**config.mk**
```make
export PLATFORM = sky130hd
export DESIGN_NAME = ps2_scancode_decoder
export DESIGN_NICKNAME = d
export VERILOG_FILES = /design/src/rtl/ps2_scancode_decoder.sv
export SDC_FILE = /design/constraint.sdc
export NUM_CORES = 1
export LEC_CHECK = 0
export CAP_MARGIN = 25
export CORE_MARGIN = 2
export CORE_UTILIZATION = 50
export DETAILED_ROUTE_END_ITERATION = 16
export PLACE_DENSITY = 0.76
export SLEW_MARGIN = 25
export SYNTH_ARGS = -nofsm -noshare
export SYNTH_HDL_FRONTEND = slang
export SYNTH_SLANG_ARGS = --single-unit
```
**constraint.sdc**
```tcl
create_clock -name clk -period 1.7 [get_ports clk]
set_input_delay 0.17 -clock clk [delete_from_list [all_inputs] [get_ports clk]]
set_output_delay 0.17 -clock clk [all_outputs]
set_load 0.05 [all_outputs]
```
**src/rtl/ps2_scancode_decoder.sv**
```systemverilog
// PS/2 Set 2 scan-code decoder: strips E0/F0/E1 prefixes, emits key events, tracks held game keys.
// Optional REPEAT_FILTER_EN suppresses typematic repeats of tracked keys.
module ps2_scancode_decoder #(
    parameter int TIMEOUT_CYCLES = 2_500_000,
    parameter int TW             = 22
) (
    input  logic       clk,
    input  logic       reset,
    input  logic       scan_valid,
    input  logic [7:0] scan_code,
    output logic       evt_valid,
    output logic [7:0] evt_code,
    output logic       evt_ext,
    output logic       evt_break,
    output logic [9:0] keys_held,
    output logic       seq_error
);

    typedef enum logic [2:0] {
        IDLE,
        EXT,
        BRK,
        EXT_BRK,
        SKIP
    } state_t;

    localparam logic [TW-1:0] TMO_LAST = TW'(TIMEOUT_CYCLES - 1);

    state_t        state;
    state_t        state_nxt;
    logic [2:0]    skip_cnt;
    logic [2:0]    skip_nxt;
    logic [TW-1:0] tmo_cnt;
    logic [TW-1:0] tmo_nxt;
    logic          expired;
    logic          emit;
    logic          emit_ext;
    logic          emit_brk;
    logic          fire;
    logic [9:0]    mask;
    logic [9:0]    keys_nxt;

    function automatic logic [9:0] key_mask(input logic [7:0] code,
                                            input logic       ext);
        logic [9:0] m;
        m = '0;
        if (!ext) begin
            case (code)
                8'h1D:   m[0] = 1'b1;
                8'h1C:   m[1] = 1'b1;
                8'h1B:   m[2] = 1'b1;
                8'h23:   m[3] = 1'b1;
                8'h29:   m[4] = 1'b1;
                8'h5A:   m[9] = 1'b1;
                default: m = '0;
            endcase
        end else begin
            case (code)
                8'h75:   m[5] = 1'b1;
                8'h6B:   m[6] = 1'b1;
                8'h72:   m[7] = 1'b1;
                8'h74:   m[8] = 1'b1;
                default: m = '0;
            endcase
        end
        return m;
    endfunction

    // Keyboard status/response bytes that never start a key sequence
    function automatic logic is_noise(input logic [7:0] code);
        return (code == 8'hAA) || (code == 8'hFA) || (code == 8'hEE) ||
               (code == 8'hFC) || (code == 8'hFE) || (code == 8'h00) ||
               (code == 8'hFF);
    endfunction

    always_comb begin
        state_nxt = state;
        skip_nxt  = skip_cnt;
        emit      = 1'b0;
        emit_ext  = 1'b0;
        emit_brk  = 1'b0;
        expired   = (state != IDLE) && !scan_valid && (tmo_cnt == TMO_LAST);
        if (scan_valid) begin
            unique case (state)
                IDLE: begin
                    if (scan_code == 8'hE0) begin
                        state_nxt = EXT;
                    end else if (scan_code == 8'hF0) begin
                        state_nxt = BRK;
                    end else if (scan_code == 8'hE1) begin
                        state_nxt = SKIP;
                        skip_nxt  = 3'd7;
                    end else if (!is_noise(scan_code)) begin
                        emit = 1'b1;
                    end
                end
                EXT: begin
                    if (scan_code == 8'hF0) begin
                        state_nxt = EXT_BRK;
                    end else if (scan_code != 8'hE0) begin
                        emit      = 1'b1;
                        emit_ext  = 1'b1;
                        state_nxt = IDLE;
                    end
                end
                BRK: begin
                    if (scan_code == 8'hE0) begin
                        state_nxt = EXT_BRK;
                    end else if (scan_code != 8'hF0) begin
                        emit      = 1'b1;
                        emit_brk  = 1'b1;
                        state_nxt = IDLE;
                    end
                end
                EXT_BRK: begin
                    if (scan_code != 8'hF0 && scan_code != 8'hE0) begin
                        emit      = 1'b1;
                        emit_ext  = 1'b1;
                        emit_brk  = 1'b1;
                        state_nxt = IDLE;
                    end
                end
                SKIP: begin
                    skip_nxt = skip_cnt - 3'd1;
                    if (skip_cnt <= 3'd1) begin
                        skip_nxt  = 3'd0;
                        state_nxt = IDLE;
                    end
                end
                default: state_nxt = IDLE;
            endcase
        end else if (expired) begin
            state_nxt = IDLE;
            skip_nxt  = 3'd0;
        end
    end

    always_comb begin
        tmo_nxt = tmo_cnt + 1'b1;
        if (scan_valid || state == IDLE || expired) begin
            tmo_nxt = '0;
        end
    end

    always_comb begin
        mask     = key_mask(scan_code, emit_ext);
        keys_nxt = keys_held;
        if (emit) begin
            keys_nxt = emit_brk ? (keys_held & ~mask) : (keys_held | mask);
        end
`ifdef REPEAT_FILTER_EN
        fire = emit && !(!emit_brk && |(mask & keys_held));
`else
        fire = emit;
`endif
    end

    always_ff @(posedge clk or posedge reset) begin
        if (reset) begin
            state     <= IDLE;
            skip_cnt  <= '0;
            tmo_cnt   <= '0;
            evt_valid <= 1'b0;
            evt_code  <= '0;
            evt_ext   <= 1'b0;
            evt_break <= 1'b0;
            keys_held <= '0;
            seq_error <= 1'b0;
        end else begin
            state     <= state_nxt;
            skip_cnt  <= skip_nxt;
            tmo_cnt   <= tmo_nxt;
            evt_valid <= fire;
            seq_error <= expired;
            keys_held <= keys_nxt;
            if (fire) begin
                evt_code  <= scan_code;
                evt_ext   <= emit_ext;
                evt_break <= emit_brk;
            end
        end
    end

endmodule

```
==> results.md, run 1 <==
* Final wirelength at 7100 µm
* Drc violations at 0
* DRT iter0 DRCs at 131
* CP max stage cell: dfrtp_1
* Pint at 2.05 mW
* Vias at 2343
* FF/Latch Area at 0.00125 mm²
* Ranking of synthesized cells by area: dfrtp_1, xor2_1, nor2_1
* Root Driver: clkbuf_8
* Clock Power Share at a little under two fifths
* RSZ-0062 raised after global routing: yes
* Die ar. at 0.00595 mm²
* Max-slew violations at 0
* Worst reg2reg setup slack at -0.04 ns
* R2R depth at 6
* Initial Util at 52.0%
* Max cap viols at 0
* DPL Wire Length at between 4000 and 5000 µm
* Min Tclk post-route at around 1.7 ns
* Asr flop ratio synth at 100%
* Period utilization at 103%
* Failing checks: negative setup slack
* Pre-CTS setup slack at -0.500 ns
* EDFF count, synth at 0
* Synthesized net count at between 200 and 300
* Combinational Power Share at 17.1%
* Layout Nets at 375
* PortBufs at 32
* Fin. Hold Viols at 0
* LEAKAGE at between 1.5 and 2 nW
* Diodes inserted at 0
* Clock latency on the worst-skew pair at about 0.31 ns
* Cell area after layout at 0.00392 mm²
* Critical Path RT at a little under 2 ns
* Clock Path Buffers at 2
* Cell chain of the critical path: nor4_2, nand2_1, nor4_4, buf_4, o22ai_1, o2bb2a_2
* Synthesis-to-layout area growth at 46.6%
* Syn Inst Count at 257
* Critical path class: reg2reg
* Avg Cell Area, Syn at 10.4 µm²
* Clk sinks at 50
* First-pass GRT wire length at 11100 µm
* Cts bufs inserted at 5
* Highest clock rate at 573 MHz
* Clock Skew at 0.00713 ns
* Crit path DAT at 1.99 ns
* Setup WS post-layout at -0.0445 ns
* Seq pwr share at between 40% and 50%
* Seq/Total Area, Yosys at 46.8%
* Die height at 77.1 µm
* GRT Util Overall at 23.2%
* I/O pin count at 33
* Area leader, netlist: dfrtp_1
* Vias in the first global route at 2320
* Main flop type after synthesis: dfrtp_1
* CP Launch Type: register
* Fill count at between 300 and 400
* Worst-Margin Slew at 0.524 ns
* CTS tree: built
* Yosys warns at 0
* Post-DP Area at 0.00351 mm²
* Synth Register Bits at 50
* Share of cells above drive strength 1 at about two fifths
* DIE WIDTH at 77.1 µm
* Status: complete, but fails checks
* Antenna violations before repair at 0
* Htree depth at 2
* Final Wtd Congestion at 0.880
* Core Region at 0.00514 mm²
* Detail Route Antenna Nets at 0
* Netlist cell types at 61
* HP Class: in2async
* VDD IR max at 0.489 mV
* Slew headroom at 65.0%
* DR pass1 iterations at 4
* Footprint of the multi-input gates at 0.00153 mm²
* PwrDens at 701 mW/mm²
* Pin count of the biggest net entering global routing at 37
* Final setup violation count at 14
* Switch Pwr at 704 µW
* Switching Fraction at roughly 26%
* Top cell type's share of synthesized area at between 40 and 50%
* Num rows at 26
* Via density at between 5 and 6
* Finished Core Util at 76.3%
* Hold buffer count at cts at 0
* Total grt overflow at 0
* CP endpoint kind: register
* Max incr delay on CP at ~0.44 ns
* Reg2reg start: tmo_cnt[19]
* Worst-path maximum fanout at 4
* Clk slew on worst S/H paths at 0.10 ns
* Drt wl/cell at between 15 and 20 µm
* Netlist Area Pre-Place at 0.00268 mm²
* RR Endpoint: skip_cnt[1]
[area by class of cell]
type	count	share of cell area [%]
flip-flops and latches	50	31.9
multi-input cells	191	38.9
clock inverters	2	1.53
inverters	10	0.957
clock buffers	6	2.11
repair buffers	104	22.4
well taps	70	2.23
[worst max path at each step]
stage / depth (start not counted) / end / from / slack (ns)
2_1_floorplan: 6 / register / state[2] / -0.09
3_3_place_gp: 6 / evt_code[6] / scan_code[6] / -0.41
3_5_place_dp: 6 / evt_code[1] / scan_code[6] / -0.50
4_1_cts: 5 / register / state[2] / -0.03
5_1_grt: 6 / skip_cnt[1] / tmo_cnt[12] / -0.12
6_report: 6 / skip_cnt[1] / tmo_cnt[19] / -0.04
[through the flow]
stage	hold slack, ns	TNS, ns	power, mW	std cells
2_1_floorplan	0.319	-0.0855	1.53	257
3_3_place_gp	0.472	-12.85	1.72	413
3_5_place_dp	0.474	-14.46	1.73	413
4_1_cts	0.161	-0.0285	2.75	425
5_1_grt	0.198	-1.80	2.85	433
6_report	0.152	-0.250	2.75	433
[synth_stat cells, drive strengths merged, types with 2 or more instances]
master   number
mux2         14
o2bb2ai       3
nand3        12
nor2         36
o21ai         8
a32o          2
nor4         10
nand2        21
dfrtp        50
and3          3
nand4         8
xor2         16
buf           6
nor4b         3
inv          10
xnor2         5
o31ai         2
nor3          7
a21oi         3
or2           6
a22o          2
ha            2
nor2b         3
or4           2
nand2b        5
[cells by family (layout without fill, tap and decap cells)]
logic type	Yosys count	in the layout	synth area share, %
simple gates	122	123	26.3
flops	50	50	46.8
compound gates	30	30	9.21
xor+xnor	21	21	6.88
buf+inv	17	122	2.76
mux	15	15	7.11
fa+ha+maj	2	2	0.935
[layout by cell type (no fill, tap or decap), types with 6 or more instances in the layout]
cell type and count:
nand2_1 20, inv_1 8, nand4_1 8, dfrtp_1 50, nand3_1 8, xor2_1 15
nor2_1 33, buf_4 73, mux2_4 7, clkbuf_8 6, clkdlybuf4s50_1 14
[power groups by stage]
stage          Combinational, mW  Sequential (mW)  Clock [mW]
3_5_place_dp               0.452             1.28           0
5_1_grt                    0.492             1.26        1.10
6_report                   0.469             1.25        1.03
4_1_cts                    0.460             1.25        1.03
2_1_floorplan              0.134             1.40           0
3_3_place_gp               0.443             1.28           0
[per-layer routing]
layer	vias to the layer above	GRT usage, %	routed length [µm]
met5	-	0	0
met4	0	6.96	141
met3	13	4.59	277
met2	58	37.0	3530
met1	1150	32.0	3150
li1	1122	-	-
[critical path, delay by kind of cell, from the launching register on]
family | cells | cell delay [ns]
and+or+nand+nor | 3 | 0.75
DFF | 1 | 0.44
AOI/OAI and AO/OA | 2 | 0.31
buffers and inverters | 1 | 0.18
[what timing repair did]
item                       4_1_cts  5_1_grt
pin swaps                        6        8
setup endpoints to repair       44       43
gates cloned                     0        1
resized for setup               22       34
buffers inserted                 4        8
Note: power is estimated with default switching activity, not from simulation.
==> run 2, diff against run 1 <==
--- a/config.mk
+++ b/config.mk
@@ -9,8 +9,11 @@
 export CORE_MARGIN = 2
 export CORE_UTILIZATION = 50
 export DETAILED_ROUTE_END_ITERATION = 16
+export GPL_ROUTABILITY_DRIVEN = 0
 export PLACE_DENSITY = 0.76
+export REMOVE_ABC_BUFFERS = 1
 export SLEW_MARGIN = 25
 export SYNTH_ARGS = -nofsm -noshare
 export SYNTH_HDL_FRONTEND = slang
 export SYNTH_SLANG_ARGS = --single-unit
+export TNS_END_PERCENT = 50
==> results.md, run 2 (synthesis results as in run 1) <==
* Status: complete, but fails checks
* Failing checks: negative setup slack
* Pre-CTS setup slack at -0.500 ns (-0.000624 ns)
* Drc violations at 0 (unchanged)
* Max-slew violations at 0 (unchanged)
* Vias in the first global route at 2222 (-4.2%)
* First-pass GRT wire length at 10400 µm (-6.4%)
* Htree depth at 2 (unchanged)
* Commonest non-fill, non-tap cells in the layout: buf_4, dfrtp_1, nor2_1
* DR pass1 iterations at 4 (unchanged)
* Cts bufs inserted at 5 (unchanged)
* Fin. Hold Viols at 0 (unchanged)
* Root Driver: clkbuf_8
* Diodes inserted at 0 (unchanged)
* Final setup violation count at 11 (-3)
* DRT iter0 DRCs at 182 (+39%)
* Most common cell after layout, fill and taps aside: buf_4
* Detail Route Antenna Nets at 0 (unchanged)
* GRT Util Overall at 21.8% (-1.4 points)
* Share of cells above drive strength 1 at 37.2% (-3.0 points)
* Critical Path RT at 1.89 ns (-0.05 ns)
* R2R depth at 5 (-1)
* Setup WS post-layout at -0.142 ns (-0.0979 ns)
* Final wirelength at 6770 µm (-4.7%)
* Antenna violations before repair at 0 (unchanged)
* CP endpoint kind: register
* Reg2reg start: state[2]
* Clk sinks at 50 (unchanged)
* LEAKAGE at 1.67 nW (-6.8%)
* Cell chain of the critical path: nor2b_2, nand4b_1, or4b_4, nor2_4, mux2_4
* Crit path DAT at 2.03 ns (+0.04 ns)
* RSZ-0062 raised after global routing: yes
* Highest clock rate at 543 MHz (-5.3%)
* PortBufs at 32 (unchanged)
* Worst-Margin Slew at 0.505 ns (-0.0190 ns)
* Vias at 2310 (-1.4%)
* PwrDens at 635 mW/mm² (-9.4%)
* Total power at 2.41 mW (-12%)
* Worst-path maximum fanout at 2 (-2)
* Die height at 77.1 µm (unchanged)
* Initial Util at 52.0% (unchanged)
* Core Region at 0.00514 mm² (unchanged)
* Die ar. at 0.00595 mm² (unchanged)
* Period utilization at 108% (+5.8 points)
* I/O pin count at 33 (unchanged)
* Clock latency on the worst-skew pair at 0.31 ns (about the same)
* Clk slew on worst S/H paths at 0.10 ns (about the same)
* Layout Nets at 368 (-1.9%)
* Max incr delay on CP at 0.58 ns (+0.14 ns)
* VDD IR max at 0.462 mV (-5.5%)
* CP Launch Type: register
* Final setup TNS at -0.459 ns (-0.209 ns)
* Total grt overflow at 0 (unchanged)
* Via density at 5.44 (+0.45%)
* DPL Wire Length at 4490 µm (-0.25%)
* Clock Skew at 0.00885 ns (+0.00173 ns)
* Max cap viols at 0 (unchanged)
* Min Tclk post-route at 1.84 ns (+0.0979 ns)
* Pin count of the biggest net entering global routing at 51 (+38%)
* Slew headroom at 66.2% (+1.2 points)
* HP Class: in2async
* Worst reg2reg setup slack at -0.14 ns (-0.10 ns)
* Hold buffer count at cts at 0 (unchanged)
* CP max stage cell: or4b_4
* Fill count at 373 (+16%)
* Num rows at 26 (unchanged)
* Critical path class: reg2reg
* DIE WIDTH at 77.1 µm (unchanged)
* CTS tree: built
* Drt wl/cell at 15.9 µm (-2.9%)
* Clock Path Buffers at 2 (unchanged)
* Setup crit start: state[2]
* Synthesis-to-layout area growth at 42.1%
## run 2: cell types whose count changed in the layout (fill, tap and decap cells not counted), moves of 3 or more
cell	before	now
or2_4	4	1
buf_4	73	64
dlymetal6s2s_1	4	0
nor2_2	1	4
clkdlybuf4s50_1	14	23
## run 2: how the worst min path moves through the flow
| stage | end | from | slack (ns) |
|---|---|---|---|
| global route | tmo_cnt[20] | reset | 0.25 |
| detailed placement | evt_code[4] | evt_code[4] | 0.49 |
| global placement | register | register | 0.47 |
| finish | evt_code[6] | reset | 0.22 |
| floorplan | evt_code[1] | scan_code[1] | 0.32 |
| CTS | evt_code[6] | reset | 0.23 |
## run 2: area by class of cell
cell class                      instances  area (µm²)  area share [%]
Clock buffer                            5        68.8            1.81
Clock inverter                          2        15.0           0.395
Inverter                               10        37.5           0.987
Multi-Input combinational cell        190        1510            39.8
Sequential cell                        50        1250            32.9
Tap cell                               70        87.6            2.30
Timing Repair Buffer                   98         828            21.8
## run 2: critical path, delay by kind of cell, from the launching register on
kind	cells	cell delay [ns]
flip-flops	1	0.39
multiplexers	1	0.29
AND/OR/NAND/NOR	4	1.05
## run 2: stage by stage
| step | util, % | instance area [µm²] | cells | hold WS [ns] |
|---|---|---|---|---|
| final | 74.0 | 3800 | 425 | 0.218 |
| after global routing | 74.0 | 3800 | 425 | 0.251 |
| after floorplan | - | 2640 | 250 | 0.319 |
| after global placement | 67.9 | 3490 | 410 | 0.471 |
| after CTS | 70.9 | 3650 | 419 | 0.231 |
| after detailed placement | 67.9 | 3490 | 410 | 0.491 |
## run 2: power by group
group	leakage (nW)	internal, mW	switching, mW
Combinational	0.975	0.202	0.283
Sequential	0.662	1.23	0.0232
Clock	0.0362	0.282	0.397
## run 2: what timing repair did
action / 4_1_cts / 5_1_grt
gates resized for setup: 18 / 27
endpoints found under the setup margin: 45 / 27
buffers inserted: 2 / 6
cloned: 0 / 0
pin swaps: 6 / 11
## run 2: layer usage
layer	vias to the layer above	part of all wire [%]	global-route usage [%]	wire [µm]
met5	-	0	0	0
met4	0	1.5	6.79	100
met3	11	3.7	4.35	248
met2	52	50	35.7	3410
met1	1140	44	29.1	3010
li1	1107	-	-	-
==> variant, RTL diff (settings of run 1) <==
Make the reset (`reset`) synchronous in one clocked block.
--- a/src/rtl/ps2_scancode_decoder.sv
+++ b/src/rtl/ps2_scancode_decoder.sv
@@ -155,7 +155,7 @@
 `endif
     end
 
-    always_ff @(posedge clk or posedge reset) begin
+    always_ff @(posedge clk) begin
         if (reset) begin
             state     <= IDLE;
             skip_cnt  <= '0;
Function: differs if reset is asserted again (counterexample within 4 cycles, from zero or initial values and one cycle with reset high); with reset held inactive, the same outputs for 4 cycles.
==> variant against run 1 <==
  * Design area down 9.3%
  * Setup slack better by 0.10 ns
  * Area after synthesis down 0.80%
  * Routed wire length down 17%
  * Hold slack better by 0.18 ns
  * Sequential cell count unchanged
  * Critical path depth down 5
  * Power down 16%
  * Combinational power down 41%
  * Fmax up 6.3%
  * Clock skew down 0.0026 ns
  * Largest power group unchanged
==> variant: results (changes against run 1) <==
metric,value,unit,change
synthAdderAreaFrac,1.41,%,was 0.935%
cp.arrival,1.47,ns,was 1.99 ns
multi_input_area_share,43.8,%,was 38.9%
drive_gt1_share,27.8,%,was 40.2%
critPathLaunch,evt_code[1]$_SDFFE_PP0P_,,was tmo_cnt[19]$_DFF_PP0_
synth-seq-area-share,37.7,%,was 46.8%
dp_worst_setup_slack,-0.409,ns,was -0.500 ns
totalWireLength,5920,µm,was 7100 µm
clk_share,2.99,%,was 3.64%
worstRegToRegCells,5,,was 6
r2r-start,tmo_cnt[18]$_SDFF_PP0_,,was tmo_cnt[19]$_DFF_PP0_
comb.multi_input.count,223,,was 191
finClkSkew,0.00451,ns,was 0.00713 ns
synth-compound-area-share,13.7,%,was 9.21%
inv_count,6,,was 10
viasPerCell,5.29,,was 5.41
maxSlewHeadroom,65.3,%,was 65.0%
leakage,1.36,nW,was 1.80 nW
routabilityCongestion,0.819,,was 0.880
synth_mux_area_share,4.57,%,was 7.11%
yosysUniqueCellTypes,55,,was 61
synth_area_leaders,"dfxtp_1 38%, nor2_1 5.9%, xor2_1 4.3%",,"was dfrtp_1 47%, xor2_1 5.2%, nor2_1 4.9%"
fillers,399,,was 321
reg2reg_setup_slack,0.07,ns,was -0.04 ns
grt_max_degree,23,,was 37
clock_buffers,7,,was 6
crit_fanout,2,,was 4
cp_slowest_cell,clkdlybuf4s50_1,,was dfrtp_1
status,"finished, final reports clean",,"was complete, but fails checks"
drt_iter0_markers,108,,was 131
endpoint,evt_code[1],,was skip_cnt[1]$_DFFE_PP0P_
synth-xor-area-share,6.27,%,was 6.88%
grt.total_usage,20.6,%,was 23.2%
sh_seq_area,28.2,%,was 31.9%
vdd_ir_drop_max,360,µV,was 489 µV
synth_fp_nets,308,,was 270
slowest_delay,0.81,ns,was 0.44 ns
post-dp-hpwl,4410,µm,was 4500 µm
variant: cell count changes in the layout (fill, tap and decap cells not counted), moves of 10 or more:
cell,change
buf_4,-21
dfxtp_1,+48
mux2i_1,+10
a21oi_2,+11
dfrtp_1,-50
nand3_1,+14
variant: worst min path at each step:
stage,from,to,slack (ns),depth (start not counted)
after global routing,scan_code[5],evt_code[5]$_SDFFE_PP0P_,0.34,3
final,scan_code[7],evt_code[7]$_SDFFE_PP0P_,0.33,3
after global placement,evt_code[5]$_SDFFE_PP0P_,evt_code[5]$_SDFFE_PP0P_,0.45,2
after detailed placement,evt_ext$_SDFFE_PP0P_,evt_ext$_SDFFE_PP0P_,0.46,2
after floorplan,reset,tmo_cnt[21]$_SDFF_PP0_,0.41,3
after CTS,scan_code[6],evt_code[6]$_SDFFE_PP0P_,0.47,3
variant: routing by layer:
metal	up-vias	wire (µm)	track usage (%)
met1	1100	2720	27.1
met4	0	80	6.73
met2	34	2950	33.9
li1	1209	-	-
met3	7	170	4.00
met5	-	0	0
variant: power breakdown:
group	total [mW]	switching (mW)	internal, mW
clock network	0.837	0.396	0.441
logic	0.276	0.156	0.120
registers	1.19	0.00800	1.18
total	2.30	0.560	1.74
variant: per-stage QoR:
step	power, mW	std cells	instance area [µm²]
final	2.30	444	3560
after global routing	2.39	444	3560
after CTS	2.32	444	3510
after detailed placement	1.50	436	3390
after global placement	1.49	436	3390
after floorplan	1.39	294	2650
variant: repair_timing:
item                       in CTS  in global routing
buffers inserted                0                  0
gates resized for setup        10                 13
setup endpoints to repair      12                 39
pin swaps                       1                  6
